===== config.mk =====
export PLATFORM = sky130hd
export DESIGN_NAME = ad9511_spi_responder_flat
export DESIGN_NICKNAME = d
export VERILOG_FILES = /design/src/rtl/ad9511_spi_responder_if.sv /design/src/rtl/ad9511_spi_responder.sv /design/src/flat_wrapper.sv
export SDC_FILE = /design/constraint.sdc
export NUM_CORES = 2
export LEC_CHECK = 0
export ABC_CLOCK_PERIOD_IN_PS = 3400
export BUFFER_PORTS_ARGS = -buffer_cell sky130_fd_sc_hd__buf_4
export CAP_MARGIN = 0
export CORE_MARGIN = 1
export CORE_UTILIZATION = 45
export CTS_BUF_LIST = sky130_fd_sc_hd__clkbuf_8
export DETAILED_ROUTE_END_ITERATION = 12
export SLEW_MARGIN = 40
export SYNTH_ARGS = -nofsm -noshare
export SYNTH_HDL_FRONTEND = slang
export SYNTH_SLANG_ARGS = --single-unit

===== constraint.sdc =====
create_clock -name clk -period 3.4 [get_ports clk]
set_input_delay 0.51 -clock clk [delete_from_list [all_inputs] [get_ports clk]]
set_output_delay 0.51 -clock clk [all_outputs]
set_load 0.01 [all_outputs]

===== src/rtl/ad9511_spi_responder_if.sv =====
// rtl/ad9511_spi_responder_if.sv - 3-wire SPI pin bundle between configuration initiator and AD9511 responder
interface ad9511_spi_responder_if;
   logic spi_sclk;
   logic spi_csb;
   logic spi_sdi;
   logic spi_sdo;
   logic spi_sdo_oe;

   modport master (output spi_sclk, output spi_csb, output spi_sdi,
                   input spi_sdo, input spi_sdo_oe);
   modport slave  (input spi_sclk, input spi_csb, input spi_sdi,
                   output spi_sdo, output spi_sdo_oe);
endinterface


===== src/rtl/ad9511_spi_responder.sv =====
// rtl/ad9511_spi_responder.sv - AD9511-style SPI register responder, oversampled; readback via AD9511_RSP_READBACK_EN
module ad9511_spi_responder #(
   parameter int SYNC_STAGES = 2,
   parameter int ADDR_W      = 7
) (
   input  logic                  clk,
   input  logic                  reset_n,
   ad9511_spi_responder_if.slave spi,
   input  logic [ADDR_W-1:0]     reg_rd_addr,
   output logic [7:0]            reg_rd_data,
   output logic                  update_pulse,
   output logic                  frame_done,
   output logic                  frame_error,
   output logic [15:0]           write_count
);
   localparam int DEPTH = 1 << ADDR_W;
   localparam logic [ADDR_W-1:0] XFER_ADDR = ADDR_W'(7'h5A);

   typedef enum logic [2:0] {IDLE, INSTR, WDATA, RDATA, DONE} state_t;

   logic [SYNC_STAGES-1:0] sclk_sync, csb_sync, sdi_sync;
   logic                   sclk_q, csb_q;
   logic                   sclk_s, csb_s, sdi_s;
   logic                   sclk_rise, sclk_fall, csb_rise, csb_fall;

   state_t                 state;
   logic [4:0]             bit_cnt;
   logic [1:0]             byte_cnt;
   logic                   stream;
   logic [14:0]            shift;
   logic [ADDR_W-1:0]      addr;
   logic [ADDR_W-1:0]      addr_dec;
   logic [7:0]             shadow [DEPTH];
   logic [7:0]             active [DEPTH];

   // Synchronize the pins; csb chain resets low so a frame already in progress at
   // reset release is not mistaken for a new one until csb has been seen high.
   always_ff @(posedge clk or negedge reset_n) begin
      if (!reset_n) begin
         sclk_sync <= '0;
         csb_sync  <= '0;
         sdi_sync  <= '0;
         sclk_q    <= 1'b0;
         csb_q     <= 1'b0;
      end else begin
         sclk_sync <= {sclk_sync[SYNC_STAGES-2:0], spi.spi_sclk};
         csb_sync  <= {csb_sync[SYNC_STAGES-2:0], spi.spi_csb};
         sdi_sync  <= {sdi_sync[SYNC_STAGES-2:0], spi.spi_sdi};
         sclk_q    <= sclk_sync[SYNC_STAGES-1];
         csb_q     <= csb_sync[SYNC_STAGES-1];
      end
   end

   assign sclk_s    = sclk_sync[SYNC_STAGES-1];
   assign csb_s     = csb_sync[SYNC_STAGES-1];
   assign sdi_s     = sdi_sync[SYNC_STAGES-1];
   assign sclk_rise = sclk_s & ~sclk_q;
   assign sclk_fall = ~sclk_s & sclk_q;
   assign csb_rise  = csb_s & ~csb_q;
   assign csb_fall  = ~csb_s & csb_q;
   assign addr_dec  = addr - ADDR_W'(1);

   assign reg_rd_data = active[reg_rd_addr];

`ifdef AD9511_RSP_READBACK_EN
   logic       sdo_q, sdo_oe_q;
   logic [6:0] rd_shift;
   assign spi.spi_sdo    = sdo_q;
   assign spi.spi_sdo_oe = sdo_oe_q;
`else
   assign spi.spi_sdo    = 1'b0;
   assign spi.spi_sdo_oe = 1'b0;
`endif

   // Frame FSM: instruction decode, shadow writes, 0x5A transfer and readback shifting.
   always_ff @(posedge clk or negedge reset_n) begin
      if (!reset_n) begin
         state        <= IDLE;
         bit_cnt      <= '0;
         byte_cnt     <= '0;
         stream       <= 1'b0;
         shift        <= '0;
         addr         <= '0;
         shadow       <= '{default: 8'h00};
         active       <= '{default: 8'h00};
         update_pulse <= 1'b0;
         frame_done   <= 1'b0;
         frame_error  <= 1'b0;
         write_count  <= '0;
`ifdef AD9511_RSP_READBACK_EN
         sdo_q        <= 1'b0;
         sdo_oe_q     <= 1'b0;
         rd_shift     <= '0;
`endif
      end else begin
         update_pulse <= 1'b0;
         frame_done   <= 1'b0;
         frame_error  <= 1'b0;
         if (state == IDLE) begin
            if (csb_fall) begin
               state   <= INSTR;
               bit_cnt <= '0;
            end
         end else if (csb_rise) begin
            // csb wins over a coincident SCLK edge; a mid-byte end discards the partial byte
            if (state == DONE ||
                (stream && bit_cnt == 5'd0 && (state == WDATA || state == RDATA)))
               frame_done <= 1'b1;
            else
               frame_error <= 1'b1;
            state <= IDLE;
`ifdef AD9511_RSP_READBACK_EN
            sdo_q    <= 1'b0;
            sdo_oe_q <= 1'b0;
`endif
         end else begin
            case (state)
               INSTR: begin
                  if (sclk_rise) begin
                     shift <= {shift[13:0], sdi_s};
                     if (bit_cnt == 5'd15) begin
                        addr     <= {shift[ADDR_W-2:0], sdi_s};
                        byte_cnt <= shift[13:12];
                        stream   <= &shift[13:12];
                        bit_cnt  <= '0;
                        state    <= shift[14] ? RDATA : WDATA;
                     end else begin
                        bit_cnt <= bit_cnt + 5'd1;
                     end
                  end
               end
               WDATA: begin
                  if (sclk_rise) begin
                     shift <= {shift[13:0], sdi_s};
                     if (bit_cnt == 5'd7) begin
                        bit_cnt     <= '0;
                        addr        <= addr_dec;
                        write_count <= write_count + 16'd1;
                        if (addr == XFER_ADDR) begin
                           if (sdi_s) begin
                              update_pulse <= 1'b1;
                              active       <= shadow;
                           end
                        end else begin
                           shadow[addr] <= {shift[6:0], sdi_s};
                        end
                        if (!stream) begin
                           if (byte_cnt == 2'd0)
                              state <= DONE;
                           else
                              byte_cnt <= byte_cnt - 2'd1;
                        end
                     end else begin
                        bit_cnt <= bit_cnt + 5'd1;
                     end
                  end
               end
               RDATA: begin
                  // Rises count bits sampled by the initiator; falls move data so the
                  // last bit stays driven for its full period.
                  if (sclk_rise) begin
                     bit_cnt <= bit_cnt + 5'd1;
                  end else if (sclk_fall) begin
                     if (bit_cnt == 5'd8) begin
                        addr    <= addr_dec;
                        bit_cnt <= '0;
                        if (!stream && byte_cnt == 2'd0) begin
                           state <= DONE;
`ifdef AD9511_RSP_READBACK_EN
                           sdo_q    <= 1'b0;
                           sdo_oe_q <= 1'b0;
`endif
                        end else begin
                           if (!stream)
                              byte_cnt <= byte_cnt - 2'd1;
`ifdef AD9511_RSP_READBACK_EN
                           {sdo_q, rd_shift} <= active[addr_dec];
                           sdo_oe_q          <= 1'b1;
`endif
                        end
                     end
`ifdef AD9511_RSP_READBACK_EN
                     else if (bit_cnt == 5'd0) begin
                        {sdo_q, rd_shift} <= active[addr];
                        sdo_oe_q          <= 1'b1;
                     end else begin
                        sdo_q    <= rd_shift[6];
                        rd_shift <= {rd_shift[5:0], 1'b0};
                     end
`endif
                  end
               end
               default: ;
            endcase
         end
      end
   end
endmodule


===== src/flat_wrapper.sv =====
// flat-port wrapper written by rule: the top's interface ports become plain ports
module ad9511_spi_responder_flat 
#(
   parameter int SYNC_STAGES = 2,
   parameter int ADDR_W      = 7
)
  (clk, reset_n, reg_rd_addr, reg_rd_data, update_pulse, frame_done, frame_error, write_count, spi_spi_sclk, spi_spi_csb, spi_spi_sdi, spi_spi_sdo, spi_spi_sdo_oe);
  ad9511_spi_responder_if spi_i ();
  input  logic clk;
  input  logic reset_n;
  input  logic [ADDR_W-1:0] reg_rd_addr;
  output logic [7:0] reg_rd_data;
  output logic update_pulse;
  output logic frame_done;
  output logic frame_error;
  output logic [15:0] write_count;
  input wire logic [$bits(spi_i.spi_sclk)-1:0] spi_spi_sclk;
  input wire logic [$bits(spi_i.spi_csb)-1:0] spi_spi_csb;
  input wire logic [$bits(spi_i.spi_sdi)-1:0] spi_spi_sdi;
  output wire logic [$bits(spi_i.spi_sdo)-1:0] spi_spi_sdo;
  output wire logic [$bits(spi_i.spi_sdo_oe)-1:0] spi_spi_sdo_oe;
  assign spi_i.spi_sclk = spi_spi_sclk;
  assign spi_i.spi_csb = spi_spi_csb;
  assign spi_i.spi_sdi = spi_spi_sdi;
  assign spi_spi_sdo = spi_i.spi_sdo;
  assign spi_spi_sdo_oe = spi_i.spi_sdo_oe;
  ad9511_spi_responder #(.SYNC_STAGES(SYNC_STAGES), .ADDR_W(ADDR_W)) u_core (.clk(clk), .reset_n(reset_n), .spi(spi_i), .reg_rd_addr(reg_rd_addr), .reg_rd_data(reg_rd_data), .update_pulse(update_pulse), .frame_done(frame_done), .frame_error(frame_error), .write_count(write_count));
endmodule

# Word level (Yosys, flattened, before mapping)
# Index checks and enable logic that the tools add are counted.
classes:
  addsub: 4
  magnitude_cmp: 3
  n_eq_ne: 35
  mux: 65
  bitwise_logic: 13
  reduce_logical: 24
op_table:
  columns: ["op", "count"]
  rows:
  - ["$bwmux 1024", 1]
  - ["$bmux 8 s7", 1]
  - ["$demux 8 s7", 1]
  - ["$mux 5", 10]
  - ["$mux 7", 7]
  - ["$mux 3", 13]
  - ["$mux 8", 3]
  - ["$mux 2", 11]
  - ["$pmux 7 s3", 1]
  - ["$ne 4x1->1 const B", 5]
  - ["$ne 4x2->1 const B", 5]
  - ["$add 16x1->16 const B", 1]
  - ["$ge 8x8->1 const B", 2]
  - ["$ne 2x2->1 const B", 8]
  - ["$not 7->8", 2]
  - ["$pmux 5 s3", 1]
  - ["$mux 1", 14]
  - ["$reduce_and 14->1", 1]
  - ["$reduce_and 7->1", 2]
  - ["$reduce_and 12->1", 1]
  - ["$eq 5x4->1 const B", 2]
  - ["$ne 2x1->1 const B", 5]
  - ["$reduce_and 10->1", 1]
  - ["$reduce_and 5->1", 2]
  - ["other kinds (29)", 44]
word_totals:
  reg_bits: 2108
  in_bits: 12
  output_inout_bits: 29
  elab_cells: 415

# Logic depth before layout (Yosys ltp)
depth:
  depth_word: 9
  depth_mapped: 11
  mapped_depth_nobuf: 9

# Worst setup path after synthesis
# OpenSTA, ideal clock, no wires.
synth_path:
  path_type: "input port to output port"
  start: "in reg_rd_addr[0]"
  end: "out reg_rd_data[0]"
  arrival_time_ns: 2.935
  t_required_ns: 2.890
  setup_slack_ns: -0.045
  path_stages: 7
  n_path_buf: 3
  cell_sequence: "clkbuf_1 buf_2 buf_2 mux4_2 mux4_2 mux4_2 mux2_2"
synth_via:
  elab_chain_cells: 4
synth_rtl:
  columns: ["item", "line", "rtl"]
  rows:
  - ["start: declaration", "flat_wrapper.sv:11", "input logic [ADDR_W-1:0] reg_rd_addr;"]
  - ["$not 7->8 (not written as such)", "ad9511_spi_responder.sv:63", "assign reg_rd_data = active[reg_rd_addr];"]
  - ["$bmux 8 s7", "ad9511_spi_responder.sv:63", null]
  - ["$mux 8 (not written as such) (2 in series)", "ad9511_spi_responder.sv:63", null]
  - ["end: declaration", "flat_wrapper.sv:12", "output logic [7:0] reg_rd_data;"]
# No other way between the ends. The select of a mux whose other input is x is not followed.

# Worst setup path after layout
layout_path:
  start: "reg u_core.active[962] (netlist bit)"
  end: "out reg_rd_data[2]"
layout_via:
  elab_chain_cells: 3
layout_rtl:
  columns: ["item", "line", "rtl"]
  rows:
  - ["start: declaration", "ad9511_spi_responder.sv:34", "logic [7:0] active [DEPTH];"]
  - ["start signal: assignment", "ad9511_spi_responder.sv:142", "active <= shadow;"]
  - ["$bmux 8 s7", "ad9511_spi_responder.sv:63", null]
  - ["$mux 8 (not written as such) (2 in series)", "ad9511_spi_responder.sv:63", null]
# No other way between the ends. The select of a mux whose other input is x is not followed.

==> run_results.csv <==
group,metric,value,unit
run_status,status,"finished, violations left",
run_status,violations,"antenna rules, setup timing",
timing,worst_slack,-740,ps
logic_synthesis,synth.avg_cell_area,16.8,um^2
global_routing,antenna_found_initial,10,
logic_synthesis,synth-seq-cells,2108,
global_routing,grt_max_degree,142,
clocking,cts_tree,"built",
logic_synthesis,yosys_most_used_dff,"dfrtp_1",
timing,fin_skew,77.5,ps
logic_synthesis,seq_area_frac_synth,60.0,%
timing,hold_viol,0,
routing,wl_per_cell,27.0,um
clocking,h-tree-depth,5,
setup_path,timing.rr.end,"u_core.shadow[322]",
pwr,power,53.2,mW
timing,fin_tns_setup,-5600,ps
logic_synthesis,synth_edf_count,0,
clocking,root_buffer,"clkbuf_8",
setup_path,max_stage_delay,610,ps
routing,route.detailed.drc,0,
place,gp_congestion,0.845,
pwr,powerDensity,526,nW/um^2
setup_path,end_kind,"primary output",
logic_synthesis,synth_area,87900,um^2
timing,rsz0062_at_grt,"true",
routing,vias_per_cell,5.66,
die,fp.dieW,444,um
global_routing,grt_pass1_wl,344,mm
cells_and_area,area_growth,15.2,%
clocking,clk_pin_slew,60,ps
cells_and_area,final_common_cell,"dfrtp_1",
die,start_util,45.5,%
setup_path,rrSetupSlack,150,ps
logic_synthesis,synthCells,5233,
routing,via_count,47600,
cells_and_area,area.sequential,52800,um^2
die,rows,161,
setup_path,startpoint_type,"register",
cells_and_area,finalNetCount,5638,
place,io_buffers,38,
timing,final_max_slew_viol_count,0,
logic_synthesis,yosysWarnings,0,
die,core_area,193000,um^2
setup_path,path_class,"reg2out",
logic_synthesis,netlist.area_leader.share,60.0,%
setup_path,rr_worst_depth,8,
die,die_area,197000,um^2
worst_hold_path,whs_path_depth,2,
setup_path,crit_chain,"mux4_2 > mux4_2 > mux4_2 > mux2_4 > buf_6",
clocking,numCtsBuffers,365,
cells_and_area,drive_gt1_share,57.9,%
clocking,clk_path_buf_depth,4,
setup_path,crit_arrival,3630,ps
pwr,p_seq_share,48.7,%
timing,finalCritPeriodShare,122,%
setup_path,crit_required,2890,ps
pwr,switchingPower,14.2,mW
timing,max_freq,242,MHz
logic_synthesis,async_flop_share,100,%
cells_and_area,layout_common_cells,"2100 x dfrtp_1, 2055 x mux2_2, 470 x clkbuf_8, 336 x mux4_2, 224 x buf_4",
logic_synthesis,synth_area_leaders,"dfrtp_1 60%, mux2_2 26%, mux4_2 8.6%",
place,place_ws,-445,ps
global_routing,grt_usage,23.5,%
global_routing,overflow,0,
worst_hold_path,min-delay-start,"spi_spi_sdi",
clocking,cts.sinks,2108,
cells_and_area,multiInputGateArea,33600,um^2
pwr,vdd_drop_max,0.419,mV
clocking,insertion_delay,1040,ps
flow_run,cap_viol_max_count,0,
routing,firstDrtPassIters,5,
timing,final-setup-viol-count,8,
global_routing,grt_pass1_vias,50500,
setup_path,crit_path_frequent_cell,"mux4_2",
worst_hold_path,min_to,"u_core.sdi_sync[0]",
setup_path,timing.rr.start,"u_core.bit_cnt[1]",
pwr,switching_share,26.6,%
routing,routed_wl,227,mm
worst_hold_path,hold_path.class,"in2reg",
setup_path,slowest_stage,"mux4_2",
logic_synthesis,ys_types,67,
setup_path,critPathMaxFanout,2,
pwr,p_leak,50.2,nW
timing,tightest_slew,815,ps
die,io_pins,41,
routing,ant_nets,1,
timing,relSlewSlack,45.7,%
pwr,clkPwrFrac,42.7,%
routing,drtIter0Drc,3000,
cells_and_area,n_fill_cell,15900,
timing,fin_crit,4140,ps
die,die_h,444,um
logic_synthesis,synth_top_area_cell,"dfrtp_1",
pwr,share_comb_of_total_power,8.6,%
pwr,power.internal,39.1,mW
place,dp_hpwl,152,mm
## metrics by stage
stage               utilization (%)  hold slack [ps]  instances  instance area [um^2]
finish                         52.4              119       8409                101000
global route                   52.4             87.1       8401                101000
CTS                            52.4             17.3       8398                101000
detailed placement             48.6              336       7767                 93900
global placement               48.6              333       7766                 93900
floorplan                         -              214       5234                 88000
## cells in the mapped netlist (9+ instances only)
cell and count:
buf_2 138, o21ai_0 9, nand2_2 40, clkbuf_1 186, xor2_1 9, nand2_1 27
nand3_1 26, nor2_2 24, dfrtp_1 2108, nand3_4 10, nor3_4 14, mux4_2 336
nor2_1 15, inv_1 20, nor3_1 19, buf_1 19, nand2b_1 9, mux2_2 2063
ha_1 10
## worst max-delay path by stage
stage | startpoint | end
final | u_core.active[962] | reg_rd_data[2]
after global routing | u_core.active[1002] | reg_rd_data[2]
after CTS | u_core.active[941] | reg_rd_data[5]
after detailed placement | reg_rd_addr[0] | reg_rd_data[0]
after global placement | reg_rd_addr[0] | reg_rd_data[4]
after floorplan | reg_rd_addr[0] | reg_rd_data[0]
## worst max-delay path: cells and delay by family (launching register included)
family / cells / cell delay, ps
buf+inv: 1 / 130
mux: 4 / 2030
flops: 1 / 430
## flip-flops by register name, summed over array words and instances, names as in the netlist
register	flops
u_core.active	1024
u_core.addr	7
u_core.bit_cnt	5
u_core.byte_cnt	2
u_core.csb_q	1
u_core.csb_sync	2
u_core.frame_done	1
u_core.frame_error	1
u_core.sclk_q	1
u_core.sclk_sync	2
u_core.sdi_sync	2
u_core.shadow	1024
u_core.shift	15
u_core.state	3
u_core.stream	1
u_core.update_pulse	1
u_core.write_count	16
## final cells by class
type,instances,share of cell area (%)
diodes,10,0.0247
repair buffers,366,4.34
clock inverters,154,0.742
clock buffers,470,6.39
inverters,22,0.0815
well taps,2526,3.12
flip-flops and latches,2108,52.1
multi-input cells,2753,33.2
## layer usage
layer  track usage [%]  up-vias  wire, um
met3              3.63      383      9270
li1                  -    20100         -
met5                 0        -         0
met2              38.3     1009    111000
met4              7.01        0      6140
met1              32.6    26100    100000
## cells by family after synthesis
kind of cell | Yosys count | share of synthesized area, %
AO/OA/AOI/OAI | 48 | 0.386
XOR/XNOR | 16 | 0.159
adder cells (fa/ha/maj) | 10 | 0.142
buffers and inverters | 373 | 1.84
flip-flops | 2108 | 60.0
multiplexers | 2412 | 35.2
other | 1 | 0.00426
AND/OR/NAND/NOR | 265 | 2.27
## power by group through the flow
| stage | logic [mW] | clock network, mW | registers, mW |
|---|---|---|---|
| after floorplan | 2.37 | 0 | 25.7 |
| after global placement | 4.45 | 0 | 26.5 |
| after detailed placement | 4.60 | 0 | 26.4 |
| after CTS | 4.61 | 23.4 | 25.9 |
| after global routing | 4.89 | 24.5 | 25.9 |
| final | 4.57 | 22.7 | 25.9 |
## what timing repair did
action	in CTS	in global routing
endpoints found under the setup margin	8	8
buffers inserted	3	0
hold buffers	4	0
endpoints found under the hold margin	444	0
resized for setup	16	0
No activity file was read; power rests on OpenSTA's default activity.
